`src/rtl/sample_ram_arbiter_if.sv`:
```
`default_nettype none
// ============================================================================
// Module   : sample_ram_arbiter_if
// Brief    : Writer, burst-reader and RAM signals of the sample RAM arbiter.
// Revision : 1.0  initial release
// ============================================================================
interface sample_ram_arbiter_if #(
  parameter int ADDR_W = 16,
  parameter int DATA_W = 16,
  parameter int LEN_W  = 16
);
  logic              wr_en;
  logic [ADDR_W-1:0] wr_addr;
  logic [DATA_W-1:0] wr_data;
  logic              rd_req;
  logic [ADDR_W-1:0] rd_addr;
  logic [LEN_W-1:0]  rd_len;
  logic              rd_ack;
  logic              rd_busy;
  logic              rd_data_valid;
  logic [DATA_W-1:0] rd_data;
  logic              rd_done;
  logic              ram_en;
  logic              ram_we;
  logic [ADDR_W-1:0] ram_addr;
  logic [DATA_W-1:0] ram_wdata;
  logic [DATA_W-1:0] ram_rdata;

  modport slave (
    input  wr_en, wr_addr, wr_data, rd_req, rd_addr, rd_len, ram_rdata,
    output rd_ack, rd_busy, rd_data_valid, rd_data, rd_done,
           ram_en, ram_we, ram_addr, ram_wdata
  );

  modport master (
    output wr_en, wr_addr, wr_data, rd_req, rd_addr, rd_len, ram_rdata,
    input  rd_ack, rd_busy, rd_data_valid, rd_data, rd_done,
           ram_en, ram_we, ram_addr, ram_wdata
  );
endinterface
`default_nettype wire

```
`src/rtl/sample_ram_arbiter.sv`:
```
`default_nettype none
// ============================================================================
// Module   : sample_ram_arbiter
// Brief    : Shares a single-port sample RAM between a queued writer and a
//            wrapping burst reader that only uses write-idle cycles.
// Revision : 1.0  initial release
// ============================================================================
module sample_ram_arbiter #(
  parameter int ADDR_W = 16,
  parameter int DATA_W = 16,
  parameter int LEN_W  = 16
) (
  input  wire logic            clk,
  input  wire logic            rst_n,
  sample_ram_arbiter_if.slave  bus
);

  typedef enum logic [1:0] {
    S_IDLE  = 2'd0,
    S_BURST = 2'd1,
    S_DRAIN = 2'd2
  } state_t;

  state_t            r_state;
  state_t            w_state_nxt;

  logic [ADDR_W-1:0] r_q_addr [2];
  logic [DATA_W-1:0] r_q_data [2];
  logic [1:0]        r_q_cnt;
  logic              r_q_head;

  logic [ADDR_W-1:0] r_rd_ptr;
  logic [LEN_W-1:0]  r_remaining;
  logic              r_rd_inflight;
  logic              r_rd_valid;
  logic [DATA_W-1:0] r_rd_data;
  logic              r_rd_ack;
  logic              r_rd_done;

  logic              w_burst_pending;
  logic              w_grant_rd;
  logic              w_grant_wr;
  logic              w_tail;
  logic              w_load;
  logic              w_ack_nxt;
  logic              w_done_nxt;

  // Grants depend on registered state only, so no input reaches the RAM port combinationally.
  assign w_burst_pending = (r_state == S_BURST) && (r_remaining != '0);
  assign w_grant_rd      = w_burst_pending && (r_q_cnt != 2'd2);
  assign w_grant_wr      = (r_q_cnt == 2'd2) || ((r_q_cnt != 2'd0) && !w_burst_pending);
  assign w_tail          = r_q_head ^ (r_q_cnt == 2'd1);

  always_ff @(posedge clk) begin
    if (!rst_n) begin
      r_state <= S_IDLE;
    end else begin
      r_state <= w_state_nxt;
    end
  end

  always_comb begin
    w_state_nxt = r_state;
    w_load      = 1'b0;
    w_ack_nxt   = 1'b0;
    w_done_nxt  = 1'b0;
    case (r_state)
      S_IDLE: begin
        if (bus.rd_req) begin
          w_load      = 1'b1;
          w_ack_nxt   = 1'b1;
          w_state_nxt = (bus.rd_len == '0) ? S_DRAIN : S_BURST;
        end
      end
      S_BURST: begin
        if (w_grant_rd && (r_remaining == LEN_W'(1))) begin
          w_state_nxt = S_DRAIN;
        end
      end
      S_DRAIN: begin
        // Only the final read can still be in flight here; it reaches rd_data on this edge.
        w_done_nxt  = 1'b1;
        w_state_nxt = S_IDLE;
      end
      default: w_state_nxt = S_IDLE;
    endcase
  end

  always_ff @(posedge clk) begin
    if (!rst_n) begin
      r_q_cnt       <= 2'd0;
      r_q_head      <= 1'b0;
      r_rd_ptr      <= '0;
      r_remaining   <= '0;
      r_rd_inflight <= 1'b0;
      r_rd_valid    <= 1'b0;
      r_rd_data     <= '0;
      r_rd_ack      <= 1'b0;
      r_rd_done     <= 1'b0;
    end else begin
      r_rd_ack      <= w_ack_nxt;
      r_rd_done     <= w_done_nxt;
      r_rd_inflight <= w_grant_rd;
      r_rd_valid    <= r_rd_inflight;
      if (r_rd_inflight) begin
        r_rd_data <= bus.ram_rdata;
      end
      if (w_load) begin
        r_rd_ptr    <= bus.rd_addr;
        r_remaining <= bus.rd_len;
      end else if (w_grant_rd) begin
        r_rd_ptr    <= r_rd_ptr + ADDR_W'(1);
        r_remaining <= r_remaining - LEN_W'(1);
      end
      r_q_head <= r_q_head ^ w_grant_wr;
      r_q_cnt  <= r_q_cnt + {1'b0, bus.wr_en} - {1'b0, w_grant_wr};
    end
  end

  // Entry storage needs no reset: nothing reads it while the count is zero.
  always_ff @(posedge clk) begin
    if (bus.wr_en) begin
      r_q_addr[w_tail] <= bus.wr_addr;
      r_q_data[w_tail] <= bus.wr_data;
    end
  end

  assign bus.ram_en        = w_grant_wr | w_grant_rd;
  assign bus.ram_we        = w_grant_wr;
  assign bus.ram_addr      = w_grant_wr ? r_q_addr[r_q_head] : (w_grant_rd ? r_rd_ptr : '0);
  assign bus.ram_wdata     = w_grant_wr ? r_q_data[r_q_head] : '0;
  assign bus.rd_ack        = r_rd_ack;
  assign bus.rd_busy       = (r_state != S_IDLE);
  assign bus.rd_data_valid = r_rd_valid;
  assign bus.rd_data       = r_rd_data;
  assign bus.rd_done       = r_rd_done;

endmodule
`default_nettype wire
```
`src/flat_wrapper.sv`:
```
// flat-port wrapper written by rule: the top's interface ports become plain ports
module sample_ram_arbiter_flat 
#(
  parameter int ADDR_W = 16,
  parameter int DATA_W = 16,
  parameter int LEN_W  = 16
)
  (clk, rst_n, bus_wr_en, bus_wr_addr, bus_wr_data, bus_rd_req, bus_rd_addr, bus_rd_len, bus_ram_rdata, bus_rd_ack, bus_rd_busy, bus_rd_data_valid, bus_rd_data, bus_rd_done, bus_ram_en, bus_ram_we, bus_ram_addr, bus_ram_wdata);
  sample_ram_arbiter_if #(.ADDR_W(ADDR_W), .DATA_W(DATA_W), .LEN_W(LEN_W)) bus_i ();
  input  wire logic clk;
  input  wire logic rst_n;
  input wire logic [$bits(bus_i.wr_en)-1:0] bus_wr_en;
  input wire logic [$bits(bus_i.wr_addr)-1:0] bus_wr_addr;
  input wire logic [$bits(bus_i.wr_data)-1:0] bus_wr_data;
  input wire logic [$bits(bus_i.rd_req)-1:0] bus_rd_req;
  input wire logic [$bits(bus_i.rd_addr)-1:0] bus_rd_addr;
  input wire logic [$bits(bus_i.rd_len)-1:0] bus_rd_len;
  input wire logic [$bits(bus_i.ram_rdata)-1:0] bus_ram_rdata;
  output wire logic [$bits(bus_i.rd_ack)-1:0] bus_rd_ack;
  output wire logic [$bits(bus_i.rd_busy)-1:0] bus_rd_busy;
  output wire logic [$bits(bus_i.rd_data_valid)-1:0] bus_rd_data_valid;
  output wire logic [$bits(bus_i.rd_data)-1:0] bus_rd_data;
  output wire logic [$bits(bus_i.rd_done)-1:0] bus_rd_done;
  output wire logic [$bits(bus_i.ram_en)-1:0] bus_ram_en;
  output wire logic [$bits(bus_i.ram_we)-1:0] bus_ram_we;
  output wire logic [$bits(bus_i.ram_addr)-1:0] bus_ram_addr;
  output wire logic [$bits(bus_i.ram_wdata)-1:0] bus_ram_wdata;
  assign bus_i.wr_en = bus_wr_en;
  assign bus_i.wr_addr = bus_wr_addr;
  assign bus_i.wr_data = bus_wr_data;
  assign bus_i.rd_req = bus_rd_req;
  assign bus_i.rd_addr = bus_rd_addr;
  assign bus_i.rd_len = bus_rd_len;
  assign bus_i.ram_rdata = bus_ram_rdata;
  assign bus_rd_ack = bus_i.rd_ack;
  assign bus_rd_busy = bus_i.rd_busy;
  assign bus_rd_data_valid = bus_i.rd_data_valid;
  assign bus_rd_data = bus_i.rd_data;
  assign bus_rd_done = bus_i.rd_done;
  assign bus_ram_en = bus_i.ram_en;
  assign bus_ram_we = bus_i.ram_we;
  assign bus_ram_addr = bus_i.ram_addr;
  assign bus_ram_wdata = bus_i.ram_wdata;
  sample_ram_arbiter #(.ADDR_W(ADDR_W), .DATA_W(DATA_W), .LEN_W(LEN_W)) u_core (.clk(clk), .rst_n(rst_n), .bus(bus_i));
endmodule
```
`config.mk`:
```
export PLATFORM = sky130hd
export DESIGN_NAME = sample_ram_arbiter_flat
export DESIGN_NICKNAME = d
export VERILOG_FILES = /design/src/rtl/sample_ram_arbiter_if.sv /design/src/rtl/sample_ram_arbiter.sv /design/src/flat_wrapper.sv
export SDC_FILE = /design/constraint.sdc
export NUM_CORES = 1
export LEC_CHECK = 0
export CAP_MARGIN = 0
export CORE_MARGIN = 2
export CORE_UTILIZATION = 49
export CTS_CLUSTER_DIAMETER = 200
export DETAILED_ROUTE_END_ITERATION = 8
export PLACE_DENSITY = 0.8
export SYNTH_ARGS = -nofsm -noshare
export SYNTH_HDL_FRONTEND = slang
export SYNTH_SLANG_ARGS = --single-unit
```
`constraint.sdc`:
```
create_clock -name clk -period 3.12 [get_ports clk]
set_input_delay 0.468 -clock clk [delete_from_list [all_inputs] [get_ports clk]]
set_output_delay 0.468 -clock clk [all_outputs]
set_load 0.03 [all_outputs]
```
Word level (Yosys, flattened, before mapping)
Memory sizes are Yosys's and may differ from the RTL's. A register that Yosys moved wholly into a read port is not among the register bits.
Index checks and enable logic that the tools add are counted.

operators by class
  add/subtract/negate cells = 4
  multiplexer cells = 18
  bitwise logic cells = 3
  reductions and logical operators = 13
  equality and inequality tests = 8

operators by type and width
  operator                                              count
  two-way mux 16 bit                                    7
  adder 16 x 1 -> 16 bit, second input constant         1
  equality test 16 x 1 -> 1 bit, second input constant  1
  logical NOT 16 bit                                    1
  nonzero test 16 bit                                   1
  subtractor 16 x 1 -> 16 bit, second input constant    1
  two-way mux 1 bit                                     7
  two-way mux 2 bit                                     3
  != test 2 bit, second input constant                  3
  nonzero test 2 bit                                    3
  equality test 2 x 1 -> 1 bit, second input constant   2
  equality test 2 bit, second input constant            2
  logical AND 1 bit                                     4
  case mux 2 bit (2 select lines)                       1
  adder 2 x 1 -> 2 bit                                  1
  logical NOT 2 bit                                     1
  AND reduction 2 bit                                   1
  subtractor 2 x 1 -> 2 bit                             1
  bitwise XOR 1 bit                                     2
  logical NOT 1 bit                                     1
  logical OR 1 bit                                      1
  OR 1 bit                                              1

storage, ports and cells
  input bits = 84
  output and inout bits = 54
  bits in writable memories = 64
  memories = 2
  word-level logic and storage cells = 58
  register bits = 57

memories
  memory           depth  width  rd ports  clocked after memory_dff  write ports  line                      RTL
  u_core.r_q_addr  2      16     1         1                         1            sample_ram_arbiter.sv:27  logic [ADDR_W-1:0] r_q_addr [2];
  u_core.r_q_data  2      16     1         1                         1            sample_ram_arbiter.sv:28  logic [DATA_W-1:0] r_q_data [2];

Logic depth before layout (Yosys ltp)
  depth in word-level cells = 7
  depth in mapped cells = 10
  gate-level depth less buffers = 8

Least setup slack after synthesis
Ideal clock, no wire load.

  kind = register -> output
  start = register u_core.r_remaining[0]
  end = output bus_ram_addr[10]
  cell stages (with the launch flop) = 8
  path slack = 0.554 ns
  data required time = 2.652 ns
  path buffers = 1
  arrival = 2.098 ns
  cell sequence = dfxtp_1 -> inv_1 -> ha_1 -> nor4b_1 -> nand4_1 -> a31o_2 -> clkbuf_1 -> o21ai_0

on the way
  longest elaborated chain between the ends = 6
  elaborated cells on any way between the ends = 8
  those cells by class = mux (2); reduce/logical (6)

RTL lines
  element                  line                       RTL
  from (decl)              sample_ram_arbiter.sv:33   logic [LEN_W-1:0] r_remaining;
  from (signal assigned)   sample_ram_arbiter.sv:110  r_remaining <= bus.rd_len;
  from (signal assigned)   sample_ram_arbiter.sv:113  r_remaining <= r_remaining - LEN_W'(1);
  nonzero test 16 bit (*)  sample_ram_arbiter.sv:49   assign w_burst_pending = (r_state == S_BURST) && (r_remaining != '0);
  logical AND 1 bit (*)    sample_ram_arbiter.sv:49
  logical NOT 1 bit        sample_ram_arbiter.sv:51   assign w_grant_wr = (r_q_cnt == 2'd2) || ((r_q_cnt != 2'd0) && !w_burst_pending);
  logical AND 1 bit        sample_ram_arbiter.sv:51
  logical OR 1 bit         sample_ram_arbiter.sv:51
  two-way mux 16 bit (*)   sample_ram_arbiter.sv:130  assign bus.ram_addr = w_grant_wr ? r_q_addr[r_q_head] : (w_grant_rd ? r_rd_ptr : '0);
  to (decl)                flat_wrapper.sv:26         output wire logic [$bits(bus_i.ram_addr)-1:0] bus_ram_addr;

Mark *: on every way between the ends. The rest lies on a longest branch, timed or not.

Worst setup path in the final report
  start = register u_core.r_remaining[0]
  end = output bus_ram_addr[13]

Same word-level chain as after synthesis.

==> run_results.csv <==
group,metric,value,unit
setup_path,required,2650,ps
detailed_routing,drc,0,
detailed_routing,drt_first_pass_iters,5,
yosys,synth_edf_count,64,
layout,multiInputGateArea,0.00208,mm²
power_and_ir_drop,max-vdd-ir-drop,0.448,mV
clock_network,cts_tree,"done",
detailed_routing,drt-initial-drc-count,260,
setup_path,worst_ep_arrival_time,2580,ps
yosys,synth.top_cell.area_share,36.3,%
floorplan,dieHeight,108,µm
layout,syn_to_final_growth,38.9,%
floorplan,dieWidth,108,µm
yosys,yosysUniqueCellTypes,53,
placed_design,place_hpwl,9470,µm
sta,worst_slack,75.0,ps
sta,setup-tns-final,0,ps
yosys,synth_top_area_cell,"edfxtp_1",
detailed_routing,wl_per_cell,17.7,µm
sta,period_needed,3040,ps
sta,tightestPinTransition,964,ps
yosys,yosys.cell_count.top_type,"edfxtp_1",
sta,rsz0062_at_grt,"false",
layout,diodes,0,
placed_design,place_ws,371,ps
placed_design,port-buffer-count,137,
clock_network,clk_pin_slew,60,ps
yosys,syn_area,0.00529,mm²
grt,grt_max_degree,34,
clock_network,clock_latency,520,ps
setup_path,rr_worst_depth,9,
clock_network,numCtsBuffers,17,
sta,fmax,328,MHz
yosys,synthTopCellsByCount,"edfxtp_1 (64), dfxtp_1 (58), nor2_1 (55), mux2i_1 (48), nand2_1 (37)",
detailed_routing,viasPerCell,5.72,
sta,max_slew_margin,35.6,%
detailed_routing,drtAntennaViolNets,0,
power_and_ir_drop,powerDensity,648,mW/mm²
setup_path,cp-start-kind,"register",
clock_network,postCtsHoldBufs,0,
clock_network,cts_max_level,4,
sta,drv_slew,0,
layout,layout.area.seq,0.00308,mm²
yosys,synth.area.top_cells,"edfxtp_1 (36%), dfxtp_1 (22%), mux2i_1 (9.1%), nor2_1 (3.9%), o21ai_0 (3.2%)",
layout,drive_gt1_share,14.7,%
yosys,synthCells,481,
floorplan,start_util,50.8,%
floorplan,dieArea,0.0116,mm²
min_path,whs_path_depth,2,
detailed_routing,vias,4402,
sta,whs,486,ps
placed_design,numPlacedInstances,738,
layout,final_nets,710,
setup_path,path_max_fanout,33,
clock_network,numClockSinks,122,
power_and_ir_drop,p_leak,2.66,nW
yosys,synth_warnings,0,
floorplan,core,0.0104,mm²
outcome,status,"finished clean",
placed_design,place.gp.congestion,0.931,
sta,clock_skew,12.8,ps
grt,grt_pass1_vias,4469,
clock_network,cts_buffer_depth,2,
min_path,hp-class,"register to register",
clock_network,cts-root-buf,"clkbuf_8",
yosys,synth_seq_cells,122,
yosys,synth-seq-area-share,58.3,%
sta,setup_violations,0,
floorplan,io_pins,138,
detailed_routing,wl,13600,µm
sta,period_share,97.6,%
layout,layout.cells.non_filler,770,
grt,antenna_found_initial,0,
yosys,async_flop_share,0,%
yosys,synth_ff_type,"edfxtp_1",
grt,grt_pass1_wl,21400,µm
yosys,synth_area_per_cell,11.0,µm²
sta,timing.final.hold_violations,0,
yosys,synth_fp_nets,570,
setup_path,path_class,"register to output port",
layout,final.fill_count,758,
grt,grt_overflow,0,
setup_path,worst_setup_path_end_kind,"output port",
grt,groute.usage.overall,24.0,%
run,drv_cap,0,
floorplan,core.rowCount,37,
-- final cells by class --
class / instances / area share (%)
inverter: 9 / 0.460
clock inverter: 14 / 1.89
multi-input combinational: 321 / 28.3
clock buffer: 18 / 5.69
timing repair buffer: 150 / 19.3
tap: 136 / 2.32
sequential: 122 / 42.0
-- logic make-up after synthesis --
logic type	count (synthesis)	share of synthesized area, %
adder cells (fa/ha/maj)	5	1.18
AO/OA/AOI/OAI	110	13.5
buffers and inverters	38	2.91
flip-flops	122	58.3
AND/OR/NAND/NOR	151	13.8
XOR/XNOR	7	1.16
multiplexers	48	9.09
-- registers in the layout, summed over array words and instances, names as in the netlist, named ones only --
register	cells
u_core.r_state	2
u_core.bus.rd_data	16
u_core.bus.rd_done	1
u_core.r_q_addr	32
u_core.r_rd_ptr	16
u_core.r_q_cnt	2
u_core.bus.rd_ack	1
u_core.r_rd_inflight	1
u_core.r_q_data	32
u_core.r_remaining	16
u_core.bus.rd_data_valid	1
u_core.r_q_head	1
-- timing repair --
item,in CTS,in global routing
setup buffers,0,0
endpoints found under the hold margin,0,0
setup endpoints to repair,17,19
pin swaps,0,0
resized for setup,3,11
-- where the power goes --
| part | internal (W) | switching (W) | total, W | leakage (nW) |
|---|---|---|---|---|
| sequential | 0.00186 | 0.000115 | 0.00198 | 1.08 |
| clock | 0.00107 | 0.000757 | 0.00183 | 0.261 |
| combinational | 0.000411 | 0.000539 | 0.000950 | 1.32 |
| total | 0.00335 | 0.00141 | 0.00476 | 2.66 |
-- through the flow --
stage | total power (W) | cell area (µm²) | utilization, %
after floorplan | 0.00255 | 5290 | -
after global routing | 0.00494 | 7340 | 70.5
after CTS | 0.00477 | 7320 | 70.3
final | 0.00476 | 7340 | 70.5
after detailed placement | 0.00294 | 6760 | 64.9
after global placement | 0.00291 | 6760 | 64.9
-- per-layer routing --
metal / vias to the layer above / routed length [µm] / part of all wire, % / track usage (%)
met1: 2101 / 5540 / 41 / 29.3
met5: - / 0 / 0 / 0
met4: 0 / 274 / 2.0 / 9.89
li1: 2074 / - / - / -
met3: 27 / 1210 / 8.9 / 7.38
met2: 200 / 6600 / 48 / 39.4
-- worst paths after layout --
path | start | to | slack, ps
setup reg to reg | u_core.r_remaining[0] | u_core.r_remaining[15] | 620
hold / removal | u_core.r_remaining[12] | u_core.r_remaining[12] | 490
setup / recovery | u_core.r_remaining[0] | bus_ram_addr[13] | 80
hold reg to reg | u_core.r_remaining[12] | u_core.r_remaining[12] | 490
-- worst max-delay path, cell delays in order (launching register included) --
cell and delay [ps]:
dfxtp_1 380, inv_1 160, ha_1 160, nor4b_2 210, nand4_1 180, a31o_2 340
buf_6 200, o21ai_0 220, buf_4 190
-- cell usage in the layout (no fill, tap or decap), drive strengths merged, types with 15 or more instances in the layout --
cell	synthesis	routed
o21ai	35	35
mux2i	48	48
dfxtp	58	58
edfxtp	64	64
nand2	37	37
nor2	55	55
clkbuf	22	18
clkdlybuf4s50	0	103
inv	9	15
buf	7	45
a21oi	19	19
(Power assumes the default switching activity.)
